===== src/rtl/uart_cmd_receiver.sv =====
// rtl/uart_cmd_receiver.sv - 8N1 UART receiver with header-checked direction/speed command decode
module uart_cmd_receiver #(
    parameter int         CLK_FREQ = 50_000_000,
    parameter int         BAUD     = 9600,
    parameter logic [1:0] HEADER   = 2'b10
) (
    input  logic       CLOCK_50,
    input  logic       reset,
    input  logic       uart_in,
    output logic [7:0] data_out,
    output logic       data_valid,
    output logic       framing_error,
    output logic [2:0] direction,
    output logic [2:0] speed,
    output logic       cmd_valid,
    output logic       cmd_error
);

    localparam int CLKS_PER_BIT = CLK_FREQ / BAUD;
    localparam int HALF_BIT     = CLKS_PER_BIT / 2;
    localparam int TW           = $clog2(CLKS_PER_BIT) + 1;
    localparam logic [TW-1:0] FULL_LAST = TW'(CLKS_PER_BIT - 1);
    localparam logic [TW-1:0] HALF_LAST = TW'(HALF_BIT - 1);

    typedef enum logic [2:0] {IDLE, START, DATA, STOP, WAIT_HIGH} state_t;

    state_t        state, state_next;
    logic          sync_meta, sync_rx;
    logic [1:0]    sync_fill;
    logic          armed;
    logic [TW-1:0] timer;
    logic [2:0]    bit_idx;
    logic [7:0]    shift_reg;
    logic          timer_clr, shift_en, stop_good, stop_bad, hdr_ok;

    // The synchronizer resets high, so its first two outputs after reset are not
    // real line samples; a start is only armed once the true line has been seen high.
    always_ff @(posedge CLOCK_50 or posedge reset) begin
        if (reset) begin
            sync_meta <= 1'b1;
            sync_rx   <= 1'b1;
            sync_fill <= 2'b00;
            armed     <= 1'b0;
        end else begin
            sync_meta <= uart_in;
            sync_rx   <= sync_meta;
            sync_fill <= {sync_fill[0], 1'b1};
            if (sync_fill[1] && sync_rx)
                armed <= 1'b1;
        end
    end

    always_ff @(posedge CLOCK_50 or posedge reset) begin
        if (reset)
            state <= IDLE;
        else
            state <= state_next;
    end

    always_comb begin
        state_next = state;
        timer_clr  = 1'b0;
        shift_en   = 1'b0;
        stop_good  = 1'b0;
        stop_bad   = 1'b0;
        case (state)
            IDLE: begin
                if (armed && !sync_rx) begin
                    timer_clr  = 1'b1;
                    state_next = START;
                end
            end
            START: begin
                if (timer == HALF_LAST) begin
                    timer_clr  = 1'b1;
                    state_next = sync_rx ? IDLE : DATA;
                end
            end
            DATA: begin
                if (timer == FULL_LAST) begin
                    timer_clr = 1'b1;
                    shift_en  = 1'b1;
                    if (bit_idx == 3'd7)
                        state_next = STOP;
                end
            end
            STOP: begin
                if (timer == FULL_LAST) begin
                    timer_clr = 1'b1;
                    if (sync_rx) begin
                        stop_good  = 1'b1;
                        state_next = IDLE;
                    end else begin
                        stop_bad   = 1'b1;
                        state_next = WAIT_HIGH;
                    end
                end
            end
            WAIT_HIGH: begin
                if (sync_rx)
                    state_next = IDLE;
            end
            default: state_next = IDLE;
        endcase
    end

    // Timer is cleared on its terminal count, so it never wraps inside a bit period.
    always_ff @(posedge CLOCK_50 or posedge reset) begin
        if (reset) begin
            timer     <= '0;
            bit_idx   <= 3'd0;
            shift_reg <= 8'h00;
        end else begin
            if (timer_clr)
                timer <= '0;
            else if (state == START || state == DATA || state == STOP)
                timer <= timer + 1'b1;

            if (state == IDLE)
                bit_idx <= 3'd0;
            else if (shift_en)
                bit_idx <= bit_idx + 3'd1;

            if (shift_en)
                shift_reg <= {sync_rx, shift_reg[7:1]};
        end
    end

    assign hdr_ok = (shift_reg[7:6] == HEADER);

    always_ff @(posedge CLOCK_50 or posedge reset) begin
        if (reset) begin
            data_out      <= 8'h00;
            data_valid    <= 1'b0;
            framing_error <= 1'b0;
            direction     <= 3'b000;
            speed         <= 3'b000;
            cmd_valid     <= 1'b0;
            cmd_error     <= 1'b0;
        end else begin
            data_valid    <= stop_good;
            framing_error <= stop_bad;
            cmd_valid     <= stop_good && hdr_ok;
            cmd_error     <= stop_good && !hdr_ok;
            if (stop_good)
                data_out <= shift_reg;
            if (stop_good && hdr_ok) begin
                direction <= shift_reg[5:3];
                speed     <= shift_reg[2:0];
            end
        end
    end

endmodule


===== config.mk =====
export PLATFORM = sky130hd
export DESIGN_NAME = uart_cmd_receiver
export DESIGN_NICKNAME = d
export VERILOG_FILES = /design/src/rtl/uart_cmd_receiver.sv
export SDC_FILE = /design/constraint.sdc
export NUM_CORES = 1
export LEC_CHECK = 0
export BUFFER_PORTS_ARGS = -buffer_cell sky130_fd_sc_hd__buf_4
export CORE_MARGIN = 1.5
export CORE_UTILIZATION = 49
export DETAILED_ROUTE_END_ITERATION = 10
export PLACE_DENSITY = 0.68
export SLEW_MARGIN = 30
export SYNTH_ARGS = -nofsm -noshare
export SYNTH_HDL_FRONTEND = slang
export SYNTH_SLANG_ARGS = --single-unit
export TNS_END_PERCENT = 100

===== constraint.sdc =====
create_clock -name CLOCK_50 -period 4.6 [get_ports CLOCK_50]
set_clock_uncertainty 0.2 [all_clocks]
set_input_delay 0.46 -clock CLOCK_50 [delete_from_list [all_inputs] [get_ports CLOCK_50]]
set_output_delay 0.46 -clock CLOCK_50 [all_outputs]
set_load 0.03 [all_outputs]

==> impl_metrics.json <==
{
  "critPathRequiredTime_ps": 4600,
  "drc": 0,
  "cts_buffer_depth": 2,
  "hp-class": "input pin to async pin",
  "yosysMostFrequentCell": "dfrtp_1",
  "grt_max_degree": 52,
  "fillers": 406,
  "layout-drive-gt1-share_pct": 30.6,
  "clockPowerShare_pct": 28.7,
  "ys.flop_type": "dfrtp_1",
  "synth_cell_types": 51,
  "grt_overflow": 0,
  "gp_congestion": 0.813,
  "htreeDepth": 2,
  "cts_resized": 0,
  "status": "finished, final reports clean",
  "drtIter0Drc": 64,
  "hold_viol": 0,
  "synth_nets": 193,
  "slew_viol_final": 0,
  "dieArea_um2": 5290,
  "finalInstanceArea_um2": 2620,
  "io_pins": 21,
  "clkLatencyLatePin_ps": 300,
  "swShare_pct": 29.1,
  "internal-power_w": 0.000629,
  "cts_inserted_buffers": 5,
  "die_y_um": 72.8,
  "fin_setup_tns_ps": 0,
  "ys_top_cells_by_area": "dfrtp_1 51%, mux2_4 8.8%, mux2_2 3.8%",
  "yosysWarnings": 0,
  "cts_hold_buf": 0,
  "synthTopCellsByCount": "49 x dfrtp_1, 18 x nor2_1, 14 x mux2_4",
  "maxSlewHeadroom_pct": 47.2,
  "grt_usage_pct": 17.2,
  "ant_nets": 0,
  "via_per_inst": 5.62,
  "start_util_pct": 50.8,
  "core_um2": 4690,
  "ys_ff_latch": 51,
  "cts_tree": "built",
  "avgRoutedWirePerCell_um": 15.7,
  "rsz0062_at_grt": "no",
  "largest_register_ffs": 14,
  "clock-sinks": 51,
  "crit_path_start_kind": "flip-flop",
  "grt_pass1_wl_um": 7040,
  "clkSlewWorstSetupHoldPaths_ps": 90,
  "synth-edff-count": 0,
  "io_buffers": 20,
  "power.leakage_nw": 1.28,
  "cp_max_fo": 11,
  "first_pass_iters": 4,
  "fp-row-count": 25,
  "criticalPathCategory": "flip-flop to flip-flop",
  "dpl.hpwl_um": 2710,
  "period_share_pct": 52.3,
  "ir_drop_mv": 0.181,
  "syn2layout_area_growth_pct": 10.0,
  "power_density_nw_per_um2": 338,
  "fmax_ghz": 0.416,
  "diodes": 0,
  "die_x_um": 72.8,
  "synth.top_cell.area_share_pct": 51.4,
  "antenna_found_initial": 0,
  "syn_area_um2": 2380,
  "cp-end-kind": "flip-flop",
  "dpl_cell_area_um2": 2540,
  "syn_avg_cell_area_um2": 12.8,
  "drv_cap": 0,
  "power.switching_w": 0.000258,
  "tightest_slew_ps": 789,
  "drt-total-wl_um": 4090,
  "setup_viol": 0,
  "synth_area_leader_cell": "dfrtp_1",
  "period_minus_slack_ps": 2400,
  "cts-root-buf": "clkbuf_8",
  "grt_pass1_vias": 1462,
  "arrival_ps": 2400,
  "finalNetCount": 211,
  "p_comb_share_pct": 12.6,
  "syn_inst": 187,
  "synthArstFlopShare_pct": 100,
  "cts_setup_buffers": 0,
  "pwr-share-seq_pct": 58.7,
  "vias": 1461,
  "yosysSeqAreaShare_pct": 53.6
}
power by group through the flow:
stage | Sequential, W | Combinational (W) | Clock, W
6_report | 0.000521 | 0.000112 | 0.000255
5_1_grt | 0.000529 | 0.000131 | 0.000281
4_1_cts | 0.000521 | 0.000114 | 0.000262
3_5_place_dp | 0.000528 | 0.000114 | 0
3_3_place_gp | 0.000527 | 0.000109 | 0
2_1_floorplan | 0.000502 | 0.000123 | 0
logic make-up after synthesis:
family | count (synthesis) | share of synthesized area (%)
flops | 51 | 53.6
fa+ha+maj | 3 | 1.57
xor+xnor | 11 | 4.04
mux | 23 | 13.1
simple gates | 71 | 19.5
other cells | 1 | 0.157
compound gates | 15 | 4.77
buf+inv | 12 | 3.31
placed cells by master, fill, tap and decap left out, drive strengths merged, types with 6 or more instances in the layout:
cell type,Yosys,final
nand4,7,7
nand2,9,9
buf,8,20
nor2,18,18
dfrtp,49,49
clkbuf,1,6
nand3,7,7
mux2,23,23
xnor2,9,9
metrics by stage:
step                hold WS [ps]  cells  util, %  power [W]  worst slack [ps]
floorplan                    131    187        -   0.000625              2650
global placement             137    252     54.0   0.000636              2260
detailed placement           140    252     54.1   0.000642              2190
CTS                         50.2    260     55.9   0.000897              2180
global route                42.1    260     55.9   0.000942              2030
finish                      23.7    260     55.9   0.000887              2200
cell type report:
cell class                      instances  area (um2)  share of cell area, %
Timing Repair Buffer                   20         150                   5.72
Clock buffer                            6        72.6                   2.77
Clock inverter                          2        13.8                  0.525
Tap cell                               54        67.6                   2.58
Multi-Input combinational cell        124        1030                   39.2
Sequential cell                        51        1280                   48.7
Inverter                                3        13.8                  0.525
worst paths after layout:
path	from	to	slack, ps	cells after the start
hold / removal	reset	data_out[2]	20	2
min in group CLOCK_50	uart_in	sync_meta	60	1
setup reg to reg	timer[0]	shift_reg[4]	2200	5
hold reg to reg	sync_meta	sync_rx	160	0
max in group asynchronous	reset	speed[1]	3750	2
setup / recovery	timer[0]	shift_reg[4]	2200	5
routing by layer:
metal	vias to the layer above	wire [um]	global-route usage [%]
li1	699	-	-
met1	733	1900	23.8
met2	27	2040	26.4
met3	2	138	4.42
met4	0	8	5.66
met5	-	0	0
critical path, stage by stage (launching register included):
cell	delay [ps]
dfrtp_1	390
ha_1	230
and4b_1	270
nand4_1	150
nor2_1	640
mux2_2	410
(Power assumes the default switching activity.)
